$ cat config.mk
export PLATFORM = sky130hd
export DESIGN_NAME = wb_queue
export DESIGN_NICKNAME = d
export VERILOG_FILES = /design/src/rtl/wb_queue.sv
export SDC_FILE = /design/constraint.sdc
export NUM_CORES = 1
export LEC_CHECK = 0
export CELL_PAD_IN_SITES_DETAIL_PLACEMENT = 1
export CELL_PAD_IN_SITES_GLOBAL_PLACEMENT = 1
export CORE_UTILIZATION = 46
export DETAILED_ROUTE_END_ITERATION = 16
export PLACE_DENSITY = 0.81
export SYNTH_ARGS = -nofsm -noshare
export SYNTH_HDL_FRONTEND = slang
export SYNTH_SLANG_ARGS = --single-unit
$ cat constraint.sdc
create_clock -name clk -period 5.5 [get_ports clk]
set_input_delay 0.55 -clock clk [delete_from_list [all_inputs] [get_ports clk]]
set_output_delay 0.55 -clock clk [all_outputs]
set_load 0.05 [all_outputs]
$ cat src/rtl/wb_queue.sv
// wb_queue: in-order writeback FIFO driving the register file write port,
// with pending flags so decode can stall reads of still-queued destinations.
module wb_queue #(
  parameter int DEPTH = 4,
  parameter int DATA_W = 32,
  parameter int ADDR_W = 5,
  localparam int AW = $clog2(DEPTH),
  localparam int CW = AW + 1
) (
  input  logic              clk,
  input  logic              rst,
  input  logic              memValid,
  input  logic [ADDR_W-1:0] memReg,
  input  logic [DATA_W-1:0] memData,
  output logic              memReady,
  input  logic              aluValid,
  input  logic [ADDR_W-1:0] aluReg,
  input  logic [DATA_W-1:0] aluData,
  output logic              aluReady,
  output logic              regWrite,
  output logic [ADDR_W-1:0] writeReg,
  output logic [DATA_W-1:0] writeData,
  input  logic [ADDR_W-1:0] readReg1,
  input  logic [ADDR_W-1:0] readReg2,
  output logic              pending1,
  output logic              pending2,
  output logic [CW-1:0]     count,
  output logic              full
);
  logic [ADDR_W-1:0] dst_q [DEPTH];
  logic [DATA_W-1:0] dat_q [DEPTH];
  logic [AW-1:0] wptr_q, wptr_d, rptr_q, rptr_d;
  logic [CW-1:0] count_q, count_d;
  logic reg_write_q;
  logic [ADDR_W-1:0] write_reg_q;
  logic [DATA_W-1:0] write_data_q;
  logic mem_push, alu_push, pop;
  logic [DEPTH-1:0] hit1, hit2;
  assign memReady = count_q < CW'(DEPTH);
  assign aluReady = count_q <= CW'(DEPTH - 2) || (memReady && !memValid);
  // register 0 completes the handshake but is never stored
  assign mem_push = memValid && memReady && memReg != '0;
  assign alu_push = aluValid && aluReady && aluReg != '0;
  assign pop = count_q != '0;
  assign wptr_d = wptr_q + AW'(mem_push) + AW'(alu_push);
  assign rptr_d = rptr_q + AW'(pop);
  assign count_d = count_q + CW'(mem_push) + CW'(alu_push) - CW'(pop);
  always_ff @(posedge clk) begin
    if (mem_push) begin
      dst_q[wptr_q] <= memReg;
      dat_q[wptr_q] <= memData;
    end
    if (alu_push) begin
      dst_q[wptr_q + AW'(mem_push)] <= aluReg;
      dat_q[wptr_q + AW'(mem_push)] <= aluData;
    end
  end
  always_ff @(posedge clk) begin
    if (rst) begin
      wptr_q <= '0;
      rptr_q <= '0;
      count_q <= '0;
      reg_write_q <= 1'b0;
      write_reg_q <= '0;
      write_data_q <= '0;
    end else begin
      wptr_q <= wptr_d;
      rptr_q <= rptr_d;
      count_q <= count_d;
      reg_write_q <= pop;
      if (pop) begin
        write_reg_q <= dst_q[rptr_q];
        write_data_q <= dat_q[rptr_q];
      end
    end
  end
  for (genvar i = 0; i < DEPTH; i++) begin : g_slot
    logic [AW-1:0] off;
    assign off = AW'(i) - rptr_q;
    assign hit1[i] = {1'b0, off} < count_q && dst_q[i] == readReg1;
    assign hit2[i] = {1'b0, off} < count_q && dst_q[i] == readReg2;
  end
  assign pending1 = readReg1 != '0 && (|hit1 || (reg_write_q && write_reg_q == readReg1));
  assign pending2 = readReg2 != '0 && (|hit2 || (reg_write_q && write_reg_q == readReg2));
  assign regWrite = reg_write_q;
  assign writeReg = write_reg_q;
  assign writeData = write_data_q;
  assign count = count_q;
  assign full = count_q == CW'(DEPTH);
endmodule

==> reports/results.ini <==
[finish]
final_common_cell = edfxtp_1
multiInputGateArea_um2 = 4250
final_area_um2 = 12000
final_cell_mix = edfxtp_1, clkdlybuf4s50_1, mux2_2, nand2_1
diodes = 0
post-route-util = 0.568
seqCellArea_um2 = 5350
stdcell_count = 1082
layout-drive-gt1-share = 0.297
fillCellCount = 2039
syn_to_final_growth_pct = 21.0
nNetsFinal = 893

[sta]
min_period_over_period = 0.763
layout_min_cycle_time_ns = 4.20
totalNegativeSetupSlack_ns = 0
maxSlewViolCount = 0
holdWs_ns = 0.453
setup_slack_ns = 1.30
worstMarginPinSlew_ns = 1.01
grt_setup_unrepaired = no
relSlewSlack = 0.328
hold_viol_final = 0
clock_skew_ns = 0.00915
fmax_mhz = 238
setup_viol = 0

[drt]
routed-via-count = 6163
drt_iter0_markers = 420
drtPass1Iterations = 4
viasPerCell = 5.70
wl_per_cell_um = 23.6
drc = 0
totalWireLength_um = 25500
postRouteAntennaNets = 0

[critical_path]
start_kind = flip-flop
required_ns = 4.95
cp_cell_sequence = xor2_1, inv_1, ha_1, a21oi_1, o211ai_1, o41ai_1, o22a_1, clkdlybuf4s50_1
crit_family = compound AO/OA/AOI/OAI gates
worstPathArrival_ns = 3.65
cpPeakStageDelay_ns = 0.90
ff2ff_path_depth = 7
worstSetupPathDepth = 8
crit_slowest_cell = dfxtp_4
path_class = reg2out
end_kind = output pin
path_max_fanout = 42
critical_path_buf_inv_count = 2

[grt]
grt_overflow_total = 0
first_global_vias = 6782
grt_first_pass_wirelength_um = 39300
grt_max_degree = 46
antenna_found_initial = 0
grt_usage = 0.242

[pwr]
irDropWorstVdd_v = 0.000369
power_density_nw_per_um2 = 561
p_leak_nw = 4.21
seqPwrFrac = 0.379
p_clk_frac = 0.180
p_switching_mw = 2.62
p_sw_frac = 0.390
p_comb_frac = 0.441
power.total_mw = 6.72
p_int_mw = 4.10

[placed_design]
dp.cells = 1050
io_buffers = 133
dp_hpwl_um = 17000
place_ws_ns = 1.53
placed_area_um2 = 11400
gp_congestion = 0.916

[synth]
syn-cell-area_um2 = 9900
ys_seq_elements = 193
syn_inst = 677
ys_seq_area_frac = 0.540
post_synth.cell_area_avg_um2 = 14.6
yosysWarnings = 0
synth_nets = 776
synth.distinct_cells = 41

[run]
drv_cap = 0

[cts]
hold_buffers = 0
cts_tree = built
path_clk_slew_ns = 0.07
worstSkewPairLatency_ns = 0.44
clock-sinks = 193
postCtsSetupBuffers = 0
cts_buffer_depth = 2
cts_resized = 0
htree_levels = 4
numCtsBuffers = 17
root_buffer = clkbuf_16

[hold_path]
hold_path.class = reg2reg
min_delay_path_depth = 2

[floorplan]
io_pins = 134
die_w_um = 149
start_util = 0.470
die_h_um = 149
fp-row-count = 53
core_um2 = 21100
die-area_um2 = 22100

[status]
status = complete, no violations

routing by layer:
metal,GRT usage,share of wire,vias up
met5,0,0,-
met3,0.0387,0.045,36
li1,-,-,2762
met2,0.443,0.55,176
met1,0.287,0.39,3189
met4,0.0809,0.018,0
cell usage after synthesis:
cell type  number  area, um^2
edfxtp_1      148        4440
mux2_2        105        1180
nand2_1        78         293
dfxtp_1        45         901
mux2_4         43         646
a21oi_1        41         205
mux4_2         37         833
xor2_1         34         298
clkbuf_1       25        93.8
xnor2_1        22         193
inv_1          11        41.3
ha_1            9         113
nand3_1         9        45.0
buf_6           8        90.1
nor2_1          7        26.3
or4_1           6        45.0
buf_12          4        80.1
buf_2           4        20.0
nor2b_1         4        25.0
nor3_1          4        20.0
o211ai_1        4        30.0
buf_1           2        7.51
buf_4           2        15.0
fa_1            2        40.0
nand2_2         2        12.5
nor3_4          2        32.5
nor4_1          2        12.5
o21a_1          2        15.0
o22a_1          2        17.5
o41ai_1         2        17.5
a21boi_0        1        7.51
nand2b_1        1        6.26
nand3b_1        1        7.51
nor2_4          1        11.3
o221ai_4        1        26.3
o22ai_1         1        6.26
o311a_1         1        10.0
o32ai_1         1        8.76
or2_2           1        6.26
or3_1           1        6.26
or4_4           1        11.3
final timing paths:
| check | endpoint | from | slack, ns |
|---|---|---|---|
| max | pending2 | rptr_q[0] | 1.30 |
| min | writeData[31] | writeData[31] | 0.45 |
| max reg2reg | dat_q[3][25] | count[2] | 2.26 |
| min reg2reg | writeData[31] | writeData[31] | 0.45 |
power groups by stage:
stage | combinational, mW | sequential, mW | clock (mW)
floorplan | 1.67 | 2.92 | 0
global placement | 2.88 | 2.53 | 0
detailed placement | 2.97 | 2.58 | 0
CTS | 3.00 | 2.56 | 1.23
global route | 3.16 | 2.61 | 1.28
finish | 2.96 | 2.55 | 1.21
cells by family (layout without fill, tap and decap cells):
kind of cell               after synthesis  in the layout  synth area share
AOI/OAI and AO/OA                       56             56            0.0348
xor gates and xnor gates                56             56            0.0495
adders and majority gates               11             11            0.0154
buffers and inverters                   56            186            0.0351
DFF                                    193            193             0.540
muxes                                  185            185             0.269
and+or+nand+nor                        120            120            0.0566
worst register-to-register path: cells and delay by family (launching register included):
family,cells,cell delay (ns)
buffers and inverters,2,0.73
AOI/OAI and AO/OA,1,0.24
and+or+nand+nor,2,0.51
DFF,1,0.59
xor gates and xnor gates,1,0.56
adders and majority gates,1,0.24
layout make-up:
class | count | area share
clock buffers | 22 | 0.0389
clock inverters | 10 | 0.00836
inverters | 11 | 0.00345
multi-input cells | 428 | 0.355
flip-flops and latches | 193 | 0.447
well taps | 275 | 0.0287
repair buffers | 143 | 0.119
flip-flops by register name, indices dropped and copies added, names as in the netlist:
signal and cells:
dst_q 20, regWrite 1, count 3, writeReg 5, rptr_q 2, dat_q 128
writeData 32, wptr_q 2
(Power assumes the default switching activity.)
